`config.mk`:
```
export PLATFORM = sky130hd
export DESIGN_NAME = button_event_controller
export DESIGN_NICKNAME = d
export VERILOG_FILES = /design/src/rtl/button_event_controller.sv
export SDC_FILE = /design/constraint.sdc
export NUM_CORES = 1
export LEC_CHECK = 0
export BUFFER_PORTS_ARGS = -buffer_cell sky130_fd_sc_hd__buf_2
export CORE_ASPECT_RATIO = 2
export CORE_MARGIN = 2
export CORE_UTILIZATION = 34
export DETAILED_ROUTE_END_ITERATION = 10
export SLEW_MARGIN = 20
export SYNTH_ARGS = -nofsm -noshare
export SYNTH_HDL_FRONTEND = slang
export SYNTH_SLANG_ARGS = --single-unit
```
`constraint.sdc`:
```
create_clock -name clk -period 4.23 [get_ports clk]
set_input_delay 0.6345 -clock clk [delete_from_list [all_inputs] [get_ports clk]]
set_output_delay 0.6345 -clock clk [all_outputs]
set_load 0.02 [all_outputs]
```
`src/rtl/button_event_controller.sv`:
```
// Button event controller: turns debounced switch levels into PRESS / RELEASE /
// LONG / REPEAT events. Each channel has its own hold timer and a one-deep event
// slot. A round-robin arbiter shares a single valid/ready output between channels.
module button_event_controller #(
  parameter int unsigned WIDTH            = 4,
  parameter int unsigned LONG_PRESS_TICKS = 1000000,
  parameter int unsigned REPEAT_TICKS     = 200000,
  localparam int unsigned CW              = (WIDTH > 1) ? $clog2(WIDTH) : 1
) (
  input  logic             clk,
  input  logic             reset_n,
  input  logic [WIDTH-1:0] in,
  output logic             evt_valid,
  input  logic             evt_ready,
  output logic [CW-1:0]    evt_channel,
  output logic [1:0]       evt_type,
  output logic [WIDTH-1:0] overflow,
  input  logic             overflow_clr
);

  localparam int unsigned TMAX = (LONG_PRESS_TICKS > REPEAT_TICKS) ? LONG_PRESS_TICKS : REPEAT_TICKS;
  localparam int unsigned TW   = $clog2(TMAX);
  localparam logic [TW-1:0] LONG_LAST = TW'(LONG_PRESS_TICKS - 1);
  localparam logic [TW-1:0] REP_LAST  = TW'((REPEAT_TICKS == 0) ? 0 : REPEAT_TICKS - 1);
  localparam bit REPEAT_ON = (REPEAT_TICKS != 0);

  localparam logic [1:0] EV_PRESS   = 2'b00;
  localparam logic [1:0] EV_RELEASE = 2'b01;
  localparam logic [1:0] EV_LONG    = 2'b10;
  localparam logic [1:0] EV_REPEAT  = 2'b11;

  typedef enum logic [1:0] {
    ST_IDLE    = 2'd0,
    ST_PRESSED = 2'd1,
    ST_HELD    = 2'd2
  } state_t;

  logic [WIDTH-1:0] s1, s2, s3;
  logic [WIDTH-1:0] rise, fall;

  state_t        state_q [WIDTH];
  state_t        state_d [WIDTH];
  logic [TW-1:0] timer_q [WIDTH];
  logic [TW-1:0] timer_d [WIDTH];

  logic [WIDTH-1:0]      gen;
  logic [WIDTH-1:0][1:0] kind;

  logic [WIDTH-1:0]      slot_full;
  logic [WIDTH-1:0][1:0] slot_type;
  logic [WIDTH-1:0]      granted;
  logic [WIDTH-1:0]      take;
  logic [WIDTH-1:0]      drop;

  logic [CW-1:0] ptr;
  logic [CW-1:0] pick_idx;
  logic          pick_any;
  logic          load_out;
  logic          grant;

  // Two-flop synchroniser plus previous-level register for edge detection
  always_ff @(posedge clk or negedge reset_n) begin
    if (!reset_n) begin
      s1 <= '0;
      s2 <= '0;
      s3 <= '0;
    end else begin
      s1 <= in;
      s2 <= s1;
      s3 <= s2;
    end
  end

  assign rise = s2 & ~s3;
  assign fall = ~s2 & s3;

  // Per-channel state and hold-timer registers
  always_ff @(posedge clk or negedge reset_n) begin
    if (!reset_n) begin
      for (int i = 0; i < int'(WIDTH); i++) begin
        state_q[i] <= ST_IDLE;
        timer_q[i] <= '0;
      end
    end else begin
      for (int i = 0; i < int'(WIDTH); i++) begin
        state_q[i] <= state_d[i];
        timer_q[i] <= timer_d[i];
      end
    end
  end

  // Next state and timer: a release beats a same-cycle timer expiry
  always_comb begin
    for (int i = 0; i < int'(WIDTH); i++) begin
      state_d[i] = state_q[i];
      timer_d[i] = timer_q[i];
      case (state_q[i])
        ST_IDLE: begin
          if (rise[i]) begin
            state_d[i] = ST_PRESSED;
            timer_d[i] = '0;
          end
        end
        ST_PRESSED: begin
          if (fall[i]) begin
            state_d[i] = ST_IDLE;
            timer_d[i] = '0;
          end else if (timer_q[i] == LONG_LAST) begin
            state_d[i] = ST_HELD;
            timer_d[i] = '0;
          end else begin
            timer_d[i] = timer_q[i] + TW'(1);
          end
        end
        ST_HELD: begin
          if (fall[i]) begin
            state_d[i] = ST_IDLE;
            timer_d[i] = '0;
          end else if (REPEAT_ON) begin
            if (timer_q[i] == REP_LAST) timer_d[i] = '0;
            else                        timer_d[i] = timer_q[i] + TW'(1);
          end
        end
        default: begin
          state_d[i] = ST_IDLE;
          timer_d[i] = '0;
        end
      endcase
    end
  end

  // Event generation decoded from the current state, edges and timer
  always_comb begin
    for (int i = 0; i < int'(WIDTH); i++) begin
      gen[i]  = 1'b0;
      kind[i] = EV_PRESS;
      case (state_q[i])
        ST_IDLE: begin
          if (rise[i]) begin
            gen[i]  = 1'b1;
            kind[i] = EV_PRESS;
          end
        end
        ST_PRESSED: begin
          if (fall[i]) begin
            gen[i]  = 1'b1;
            kind[i] = EV_RELEASE;
          end else if (timer_q[i] == LONG_LAST) begin
            gen[i]  = 1'b1;
            kind[i] = EV_LONG;
          end
        end
        ST_HELD: begin
          if (fall[i]) begin
            gen[i]  = 1'b1;
            kind[i] = EV_RELEASE;
          end else if (REPEAT_ON && (timer_q[i] == REP_LAST)) begin
            gen[i]  = 1'b1;
            kind[i] = EV_REPEAT;
          end
        end
        default: begin
          gen[i]  = 1'b0;
          kind[i] = EV_PRESS;
        end
      endcase
    end
  end

  // Round-robin search over full slots starting at the pointer
  always_comb begin
    int unsigned idx;
    pick_any = 1'b0;
    pick_idx = '0;
    idx      = 0;
    for (int unsigned i = 0; i < WIDTH; i++) begin
      idx = 32'(ptr) + i;
      if (idx >= WIDTH) idx = idx - WIDTH;
      if (!pick_any && slot_full[CW'(idx)]) begin
        pick_any = 1'b1;
        pick_idx = CW'(idx);
      end
    end
  end

  assign load_out = ~evt_valid | evt_ready;
  assign grant    = pick_any & load_out;

  // Slot bookkeeping: a granted slot can accept a new event in the same cycle
  always_comb begin
    for (int i = 0; i < int'(WIDTH); i++) begin
      granted[i] = grant && (pick_idx == CW'(i));
      take[i]    = gen[i] && (!slot_full[i] || granted[i]);
      drop[i]    = gen[i] && slot_full[i] && !granted[i];
    end
  end

  // Event slots and sticky overflow flags (a new drop beats a clear)
  always_ff @(posedge clk or negedge reset_n) begin
    if (!reset_n) begin
      slot_full <= '0;
      slot_type <= '0;
      overflow  <= '0;
    end else begin
      for (int i = 0; i < int'(WIDTH); i++) begin
        if (take[i]) begin
          slot_full[i] <= 1'b1;
          slot_type[i] <= kind[i];
        end else if (granted[i]) begin
          slot_full[i] <= 1'b0;
        end
      end
      overflow <= (overflow & ~{WIDTH{overflow_clr}}) | drop;
    end
  end

  // Output register and arbiter pointer
  always_ff @(posedge clk or negedge reset_n) begin
    if (!reset_n) begin
      evt_valid   <= 1'b0;
      evt_channel <= '0;
      evt_type    <= '0;
      ptr         <= '0;
    end else begin
      if (load_out) begin
        evt_valid <= pick_any;
        if (pick_any) begin
          evt_channel <= pick_idx;
          evt_type    <= slot_type[pick_idx];
        end
      end
      if (grant) begin
        ptr <= (pick_idx == CW'(WIDTH - 1)) ? '0 : pick_idx + CW'(1);
      end
    end
  end

endmodule

```
==> run summary <==
STA
* Layout Skew: 7.97 ps
* Final period util: 0.642
* worst hold slack: 320 ps
* total count of hold-check failures in the final report: 0
* setup tns final: 0 ps
* final-report setup violation count: 0
* worst slew pin tran: 937 ps
* headroom to the max-slew limit: 0.376
* RSZ-0062 raised after global routing: false
* total count of max-transition violations in the final report: 0
* Tmin final: 2720 ps
* FMAX: 368 MHz

Run status
* run status: finished, final reports clean

Synthesis
* most instantiated library cell after synthesis: dfrtp_1
* warning count from the yosys run: 0
* biggest area consumer among synthesized cells: dfrtp_1
* dominant register cell in the synthesized netlist: dfrtp_1
* total nets after synthesis: 746
* post-synth top area share: 0.456
* synth top area cells: dfrtp_1, nand2_1, ha_1
* register bit count reported by yosys: 123
* mean post-synth cell area: 9.46 sq um
* number of flops mapped to enable cells by yosys: 0
* area of the mapped netlist: 6750 sq um
* synth cell count leaders: dfrtp_1, nand2_1, nor2_1
* fraction of registers with async set/reset: 1.00
* share of synthesized area occupied by flip-flops and latches: 0.456
* count of unique library cells instantiated by Yosys: 65
* instance count of the mapped netlist: 714

Cells and area
* fraction of layout cells with a size suffix above 1: 0.0898
* total of fill cells in the finished design: 1953
* area growth from synthesis to layout: 12.5%
* final design instance area without fill: 7590 sq um
* final-stage net count: 769
* number of antenna cells inserted: 0

Critical path
* cell breakdown of the critical path: ha_1, nand3_1, nor4_4, a31o_2, a21oi_1, nand2_1, o311ai_0
* Largest stage delay, worst path: 550 ps
* R2R Path End: timer_q[73]
* launch instance of the worst register-to-register path: timer_q[60]
* Setup crit start kind: flop
* kind of cell adding the most delay to the critical path: compound AO/OA/AOI/OAI gates
* Max Fanout on Critical Path: 11
* worst reg2reg setup slack: 1510 ps
* critical path arrival: 3020 ps
* category of the critical setup timing path: flop to flop
* Worst setup startpoint: timer_q[60]
* depth of the most critical reg-to-reg path: 7
* required time at the worst-slack endpoint: 4530 ps
* slowest stage cell on the critical path: a21oi_1
* critical path endpoint: timer_q[73]
* Bufs and invs on worst path: 0
* Worst Setup End Kind: flop
* logic depth of the worst setup path including buffers: 7

Power
* design internal power: 2.42 mW
* clock network fraction of design power: 0.323
* Switching Power: 1.30 mW
* net switching share of the total power: 0.348
* power per cell area: 490 nW/um^2
* Static Leakage: 3.32 nW
* fraction of power consumed by combinational cells: 0.294
* Worst VDD drop: 283 uV
* proportion of power drawn by flip-flops and latches: 0.382

CTS
* Clk pin slew, worst setup/hold paths: 50 ps
* total of cells resized after clock tree synthesis: 0
* H-tree lvl count: 4
* Longest Clk Path Bufs: 2
* Post-CTS Setup Bufs: 0
* clock latency reported for the late side of the worst-skew pair: 420 ps
* count of hold buffers inserted by post-cts repair: 0
* CTS Buf Count: 17
* TritonCTS clock tree: done
* count of clock tree sinks: 123
* CTS root buffer: clkbuf_16

Detailed routing
* vias per cell: 5.25
* DRC violation count after routing: 0
* routed wire length per instance: 13.7 microns
* final wirelength: 13800 microns
* total number of vias: 5293
* count of routing violations after the opening detailed-route iteration: 266
* number of antenna-violating nets in the routed design: 0
* number of detailed-route iterations in the first pass: 5

Global route
* global-route wire length before repair: 24200 microns
* vias in the first global route: 5133
* total congestion overflow: 0
* global router's overall resource usage: 0.139
* largest net degree at the start of global routing: 74
* number of antenna violations at the first check in global routing: 0

Die
* Die Footprint: 21100 sq um
* initial core utilization: 0.344
* die height: 203 microns
* horizontal extent of the die: 104 microns
* I/O Pins: 17
* area inside the core boundary: 19600 sq um
* row count: 73

Job
* # Max-Cap Violations: 0

Placed design
* input/output buffers: 16
* Post-Place Cell Area: 7120 sq um
* final HPWL from detailed placement: 9560 microns
* RD Place Congestion: 0.837

Worst hold path
* min-delay worst type: input pin to flop

==> per-layer routing <==
| layer | vias up | global-route usage | routed length [microns] |
|---|---|---|---|
| li1 | 2607 | - | - |
| met1 | 2571 | 0.190 | 6770 |
| met2 | 97 | 0.213 | 6310 |
| met3 | 18 | 0.0339 | 493 |
| met4 | 0 | 0.0555 | 235 |
| met5 | - | 0 | 0 |
==> power groups by stage <==
stage               logic [mW]  clock network [mW]  registers, mW
finish                    1.10                1.20           1.42
global route              1.24                1.30           1.44
CTS                       1.10                1.24           1.42
detailed placement        1.10                   0           1.44
global placement          1.08                   0           1.44
floorplan                0.811                   0           1.45
==> area by class of cell <==
type                            instances  area, sq um  area share
Multi-Input combinational cell        545         3500       0.461
Inverter                               32          120      0.0158
Timing Repair Buffer                   18         97.6      0.0129
Tap cell                              262          328      0.0432
Clock inverter                          5         25.0     0.00329
Sequential cell                       123         3080       0.405
Clock buffer                           23          448      0.0590
==> stage by stage <==
step	std cells	setup WS (ps)	utilization	power, mW
2_1_floorplan	714	1890	-	2.26
3_3_place_gp	980	1600	0.362	2.51
3_5_place_dp	980	1520	0.362	2.54
4_1_cts	1008	1510	0.386	3.76
5_1_grt	1008	1330	0.387	3.98
6_report	1008	1510	0.387	3.72
==> placed cells by master, fill, tap and decap left out, types with 4 or more instances in the layout <==
cell	count
nor4bb_1	4
clkbuf_16	17
nand2_1	83
mux2i_1	12
nand4_1	15
nor4_1	6
clkbuf_1	6
a31oi_1	14
o21ai_0	39
o21bai_1	4
mux2_2	10
dfrtp_1	123
a22o_1	20
ha_1	24
a21o_1	12
buf_2	15
nand2b_1	11
o311ai_0	4
o2bb2ai_1	6
nor2b_1	11
nor2_1	74
and3_1	16
a21oi_1	16
nor3_1	19
and4_1	8
clkinv_2	5
inv_1	32
xor2_1	21
nand3_1	35
xnor2_1	17
and2_1	10
==> cells by family after synthesis <==
logic type      after synthesis  share of synthesized area
fa+ha+maj                    24                     0.0445
buf+inv                      46                     0.0271
compound gates              145                      0.147
simple gates                315                      0.239
flops                       123                      0.456
mux                          23                     0.0367
xor+xnor                     38                     0.0493
==> registers in the layout, summed over array words and instances, names as in the netlist <==
register     flops
overflow         4
slot_type        8
ptr              2
timer_q         80
evt_channel      2
state_q          8
evt_type         2
s1               4
slot_full        4
s3               4
evt_valid        1
s2               4
==> worst register-to-register path: cells and delay by family, from the launching register on <==
family,cells,cell delay [ps]
flip-flops,1,400
adder cells (fa/ha/maj),1,230
AO/OA/AOI/OAI,3,1260
AND/OR/NAND/NOR,3,710
==> how the worst min path moves through the flow <==
stage	cells past startpoint	slack (ps)	from	to
floorplan	0	330	s1[0]	s2[0]
global placement	0	340	s1[0]	s2[0]
detailed placement	0	340	s1[0]	s2[0]
CTS	1	300	in[1]	s1[1]
global route	1	300	in[3]	s1[3]
finish	1	320	in[1]	s1[1]
Power figures use the tool's default switching activity.
